==> config.mk <==
export PLATFORM = sky130hd
export DESIGN_NAME = sram_async_port_master
export DESIGN_NICKNAME = d
export VERILOG_FILES = /design/src/rtl/sram_async_port_master.sv
export SDC_FILE = /design/constraint.sdc
export NUM_CORES = 1
export LEC_CHECK = 0
export CORE_AREA = 10 10 94 96
export CTS_BUF_LIST = sky130_fd_sc_hd__clkbuf_4 sky130_fd_sc_hd__clkbuf_8 sky130_fd_sc_hd__clkbuf_16
export DETAILED_ROUTE_END_ITERATION = 16
export DIE_AREA = 0 0 104 106
export GPL_ROUTABILITY_DRIVEN = 1
export PLACE_DENSITY = 0.86
export SLEW_MARGIN = 25
export SYNTH_ARGS = -nofsm -noshare
export SYNTH_HDL_FRONTEND = slang
export SYNTH_SLANG_ARGS = --single-unit
==> constraint.sdc <==
create_clock -name iCLK -period 1.6 [get_ports iCLK]
set_input_delay 0.32 -clock iCLK [delete_from_list [all_inputs] [get_ports iCLK]]
set_output_delay 0.32 -clock iCLK [all_outputs]
set_load 0.05 [all_outputs]
==> src/rtl/sram_async_port_master.sv <==
// Synchronous initiator for one async port of the 4-port SRAM multiplexer.
// Turns a single-word req/ready handshake into a setup/pulse/hold strobe sequence gated by iGRANT.
module sram_async_port_master #(
    parameter int unsigned SETUP_CYC = 1,
    parameter int unsigned PULSE_CYC = 2,
    parameter int unsigned HOLD_CYC  = 1
) (
    input  logic        iCLK,
    input  logic        iRST_n,
    input  logic        iREQ,
    input  logic        iWR,
    input  logic [17:0] iADDR,
    input  logic [15:0] iWDATA,
    output logic        oREADY,
    output logic        oDONE,
    output logic [15:0] oRDATA,
    output logic        oRETRY,
    input  logic        iGRANT,
    output logic [17:0] oAS_ADDR,
    output logic [15:0] oAS_DATA,
    output logic        oAS_WE_N,
    output logic        oAS_OE_N,
    input  logic [15:0] iAS_DATA
);

    localparam int unsigned SetupN = (SETUP_CYC == 0) ? 1 : SETUP_CYC;
    localparam int unsigned PulseN = (PULSE_CYC == 0) ? 1 : PULSE_CYC;
    localparam int unsigned HoldN  = (HOLD_CYC == 0) ? 1 : HOLD_CYC;

    localparam logic [3:0] SetupLast = 4'(SetupN - 1);
    localparam logic [3:0] PulseLast = 4'(PulseN - 1);
    localparam logic [3:0] HoldLast  = 4'(HoldN - 1);

    typedef enum logic [2:0] {
        StIdle,
        StWait,
        StSetup,
        StAccess,
        StHold
    } state_e;

    state_e      r_state, w_state_nxt;
    logic [3:0]  r_cnt, w_cnt_nxt;
    logic        r_wr, w_wr_nxt;
    logic [17:0] r_addr, w_addr_nxt;
    logic [15:0] r_data, w_data_nxt;
    logic [15:0] r_rdata, w_rdata_nxt;
    logic        r_we_n, w_we_n_nxt;
    logic        r_oe_n, w_oe_n_nxt;
    logic        r_done, w_done_nxt;
    logic        r_retry, w_retry_nxt;

    always_comb begin
        w_state_nxt = r_state;
        w_cnt_nxt   = r_cnt;
        w_wr_nxt    = r_wr;
        w_addr_nxt  = r_addr;
        w_data_nxt  = r_data;
        w_rdata_nxt = r_rdata;
        w_done_nxt  = 1'b0;
        w_retry_nxt = 1'b0;

        case (r_state)
            StIdle: begin
                if (iREQ) begin
                    w_wr_nxt    = iWR;
                    w_addr_nxt  = iADDR;
                    w_data_nxt  = iWDATA;
                    w_cnt_nxt   = 4'd0;
                    w_state_nxt = iGRANT ? StSetup : StWait;
                end
            end
            StWait: begin
                if (iGRANT) begin
                    w_cnt_nxt   = 4'd0;
                    w_state_nxt = StSetup;
                end
            end
            StSetup: begin
                if (!iGRANT) begin
                    w_cnt_nxt   = 4'd0;
                    w_retry_nxt = 1'b1;
                    w_state_nxt = StWait;
                end else if (r_cnt == SetupLast) begin
                    w_cnt_nxt   = 4'd0;
                    w_state_nxt = StAccess;
                end else begin
                    w_cnt_nxt = r_cnt + 4'd1;
                end
            end
            StAccess: begin
                // A cut-off strobe restarts from SETUP once the grant returns
                if (!iGRANT) begin
                    w_cnt_nxt   = 4'd0;
                    w_retry_nxt = 1'b1;
                    w_state_nxt = StWait;
                end else if (r_cnt == PulseLast) begin
                    if (!r_wr) begin
                        w_rdata_nxt = iAS_DATA;
                    end
                    w_cnt_nxt   = 4'd0;
                    w_state_nxt = StHold;
                end else begin
                    w_cnt_nxt = r_cnt + 4'd1;
                end
            end
            StHold: begin
                if (r_cnt == HoldLast) begin
                    w_cnt_nxt   = 4'd0;
                    w_done_nxt  = 1'b1;
                    w_state_nxt = StIdle;
                end else begin
                    w_cnt_nxt = r_cnt + 4'd1;
                end
            end
            default: begin
                w_cnt_nxt   = 4'd0;
                w_state_nxt = StIdle;
            end
        endcase

        // Strobes are registered, so they are decoded from the state being entered
        w_we_n_nxt = !((w_state_nxt == StAccess) && w_wr_nxt);
        w_oe_n_nxt = !(((w_state_nxt == StSetup) || (w_state_nxt == StAccess)) && !w_wr_nxt);
    end

    always_ff @(posedge iCLK or negedge iRST_n) begin
        if (!iRST_n) begin
            r_state <= StIdle;
            r_cnt   <= 4'd0;
            r_wr    <= 1'b0;
            r_addr  <= 18'd0;
            r_data  <= 16'd0;
            r_rdata <= 16'd0;
            r_we_n  <= 1'b1;
            r_oe_n  <= 1'b1;
            r_done  <= 1'b0;
            r_retry <= 1'b0;
        end else begin
            r_state <= w_state_nxt;
            r_cnt   <= w_cnt_nxt;
            r_wr    <= w_wr_nxt;
            r_addr  <= w_addr_nxt;
            r_data  <= w_data_nxt;
            r_rdata <= w_rdata_nxt;
            r_we_n  <= w_we_n_nxt;
            r_oe_n  <= w_oe_n_nxt;
            r_done  <= w_done_nxt;
            r_retry <= w_retry_nxt;
        end
    end

    assign oREADY   = (r_state == StIdle);
    assign oDONE    = r_done;
    assign oRDATA   = r_rdata;
    assign oRETRY   = r_retry;
    assign oAS_ADDR = r_addr;
    assign oAS_DATA = r_data;
    assign oAS_WE_N = r_we_n;
    assign oAS_OE_N = r_oe_n;

endmodule

==> impl_metrics.tcl, run 1 <==
set metrics [dict create \
    status "finished with violations" \
    violations "setup timing" \
    start_util_pct 36.3 \
    synth_area_sq_um 2560 \
    ant_nets 0 \
    synthArstFlopShare_pct 100 \
    routed_wl_mm 7.45 \
    stdcell_count 416 \
    routed-via-count 1929 \
    antenna_found_initial 0 \
    cts_root_buf "clkbuf_8" \
    cp_max_fo 16 \
    period_share_pct 109 \
    setup_viol 23 \
    drc 0 \
    rsz0062_at_grt "yes" \
    wl_met3_microns 558 \
    grt_max_degree 31 \
    htree_levels 3 \
    power_frac_comb_pct 56.5 \
    die_x_microns 104 \
    routedWlPerCell_microns 17.9 \
    worstSetupPathType "reg2reg" \
    area_delta_synth_final_pct 74.2 \
    met2WireLength_mm 3.61 \
    synth-edff-count 0 \
    cp-end-kind "flip-flop" \
    fmax_mhz 573 \
    yosys_warnings 0 \
    internal_power_mw 5.11 \
    ys_seq_area_share_pct 60.6 \
    dieArea_sq_um 11000 \
    r2r_cells 7 \
    worst_slew_pin_slew_ps 440 \
    cts.sinks 62 \
    final-hold-violation-count 0 \
    ctsLongestPathBuffers 2 \
    drtPass1Iterations 4 \
    ys.flop_type "dfrtp_1" \
    r2r_start "r_cnt[1]" \
    gp_routability_congestion 0.800 \
    min_path_type "in2async" \
    final.setup.tns_ps -2700 \
    grt.total_usage_pct 12.6 \
    cap_violations 0 \
    skew_ps 6.75 \
    synth.distinct_cells 35 \
    cp-start-kind "flip-flop" \
    io_buffers 109 \
    swShare_pct 44.2 \
    grt_pass1_wl_mm 11.2 \
    cts_made_buffers 9 \
    p_seq_share_pct 28.8 \
    p_leak_nw 2.05 \
    fillCellCount 540 \
    coreArea_sq_um 7060 \
    p_sw_mw 4.05 \
    routedLengthMet1_mm 3.21 \
    drt_iter0_drc 32 \
    tritoncts "yes" \
    critPathRequiredTime_ps 1810 \
    synth-seq-cells 62 \
    r2r_slack_ps -150 \
    arrival_ps 1960 \
    r2r_end "oRDATA[9]" \
    synth_nets 221 \
    ioPinCount 110 \
    startpoint "r_cnt[1]" \
    slew_headroom_pct 70.7 \
    antennaDiodeCount 0 \
    top_layer_used "met4" \
    final_cell_mix "buf_4 (69), dfrtp_1 (57), clkdlybuf4s50_1 (53)" \
    fin_ws_ps -147 \
    die_h_microns 106 \
    slew_viol_final 0 \
    clock_latency_ps 330 \
    endpoint "oRDATA[9]" \
    syn_avg_cell_area_sq_um 15.7 \
    numPlacedInstances 389 \
    gr-total-overflow 0 \
    clockPowerShare_pct 14.7 \
    grt_pass1_vias 2128 \
    fp-row-count 31 \
    vias_per_cell 4.64 \
    power_mw 9.17 \
    hpwl_mm 5.40 \
    p_per_area_nw_per_um2 2050 \
    final_common_cell "buf_4" \
    synthCells 163 \
    peakVddDrop_mv 0.823 \
    nets 370 \
    drive_gt1_share_pct 57.1 \
    min_period_ps 1750 \
    clk_pin_slew_ps 70 \
]
per-layer routing:
layer	global-route usage (%)	vias to the layer above
met1	14.5	958
li1	-	879
met5	0	-
met4	3.38	0
met2	21.0	85
met3	5.68	7
kinds of logic (layout without fill, tap and decap cells):
| kind of cell | Yosys count | after routing | share of synthesized area [%] |
|---|---|---|---|
| multiplexers | 53 | 53 | 24.8 |
| adder cells (fa/ha/maj) | 3 | 3 | 1.46 |
| AND/OR/NAND/NOR | 25 | 26 | 6.00 |
| AO/OA/AOI/OAI | 11 | 11 | 4.39 |
| buffers and inverters | 9 | 162 | 2.68 |
| flip-flops | 62 | 62 | 60.6 |
cell type report:
type | instances | area, sq um | area share, %
well taps | 99 | 124 | 2.77
clock buffers | 10 | 138 | 3.08
inverters | 4 | 15.0 | 0.336
repair buffers | 142 | 1400 | 31.3
flip-flops and latches | 62 | 1560 | 34.9
clock inverters | 6 | 61.3 | 1.37
multi-input cells | 93 | 1170 | 26.2
repair_timing:
item,in CTS,in global routing
setup buffers,1,5
hold buffers,1,0
pin swaps,2,6
endpoints found under the setup margin,23,40
gates cloned,0,4
resized for setup,10,36
endpoints found under the hold margin,12,0
worst max-delay path, cell delays in order (launching register included):
cell      delay, ps
dfrtp_1         400
inv_2            80
ha_4            140
and4bb_2        290
nand3_4         100
nor2_4          120
buf_12          180
mux2_4          310
per-stage QoR:
step	util (%)	cell area, sq um	hold slack, ps	setup slack, ps
6_report	63.3	4470	491	-147
5_1_grt	63.3	4470	500	-206
4_1_cts	59.6	4210	479	-140
3_5_place_dp	55.8	3940	283	-232
3_3_place_gp	55.8	3940	279	-183
2_1_floorplan	-	2600	24.4	-309
how the worst min path moves through the flow:
stage | from | endpoint | slack (ps) | depth (start not counted)
after floorplan | iRST_n | oAS_ADDR[0] | 20 | 0
after global placement | iRST_n | oAS_DATA[2] | 280 | 1
after detailed placement | iRST_n | oAS_DATA[2] | 280 | 1
after CTS | iRST_n | oAS_DATA[2] | 480 | 2
after global routing | iRST_n | oAS_DATA[2] | 500 | 2
final | iRST_n | oAS_DATA[2] | 490 | 2
Yosys cell counts, types with 2 or more instances:
| library cell | count | share of area, % |
|---|---|---|
| dfrtp_1 | 60 | 59 |
| mux2_2 | 41 | 18 |
| mux2_4 | 11 | 6.4 |
| nand2_1 | 5 | 0.73 |
| inv_1 | 4 | 0.59 |
| nor2_1 | 4 | 0.59 |
| buf_4 | 3 | 0.88 |
| ha_1 | 3 | 1.5 |
| nand3_1 | 3 | 0.59 |
| a22o_1 | 2 | 0.68 |
| dfstp_2 | 2 | 2.0 |
| nand2b_1 | 2 | 0.49 |
power groups by stage:
| stage | logic (mW) | clock network (mW) | registers (mW) |
|---|---|---|---|
| 2_1_floorplan | 0.936 | 0 | 4.69 |
| 3_3_place_gp | 4.70 | 0 | 2.60 |
| 3_5_place_dp | 4.77 | 0 | 2.64 |
| 4_1_cts | 4.84 | 1.40 | 2.61 |
| 5_1_grt | 5.38 | 1.46 | 2.72 |
| 6_report | 5.17 | 1.35 | 2.64 |
flip-flops by register name (all words and copies together) (netlist names):
register	cells
oAS_WE_N	1
oAS_ADDR	18
oAS_DATA	16
r_state	3
oRETRY	1
r_cnt	4
r_wr	1
oRDATA	16
oDONE	1
oAS_OE_N	1
No activity file was read; power rests on OpenSTA's default activity.
==> run 2: changes to the inputs <==
- SLEW_MARGIN: 25 -> 20
==> results of run 2 <==
Final layout, timing and power as in run 1 (identical DEF).
==> run 3: changes to the inputs <==
- GPL_ROUTABILITY_DRIVEN: 1 -> default
==> results of run 3 <==
Final layout, timing and power as in run 1 (identical DEF).
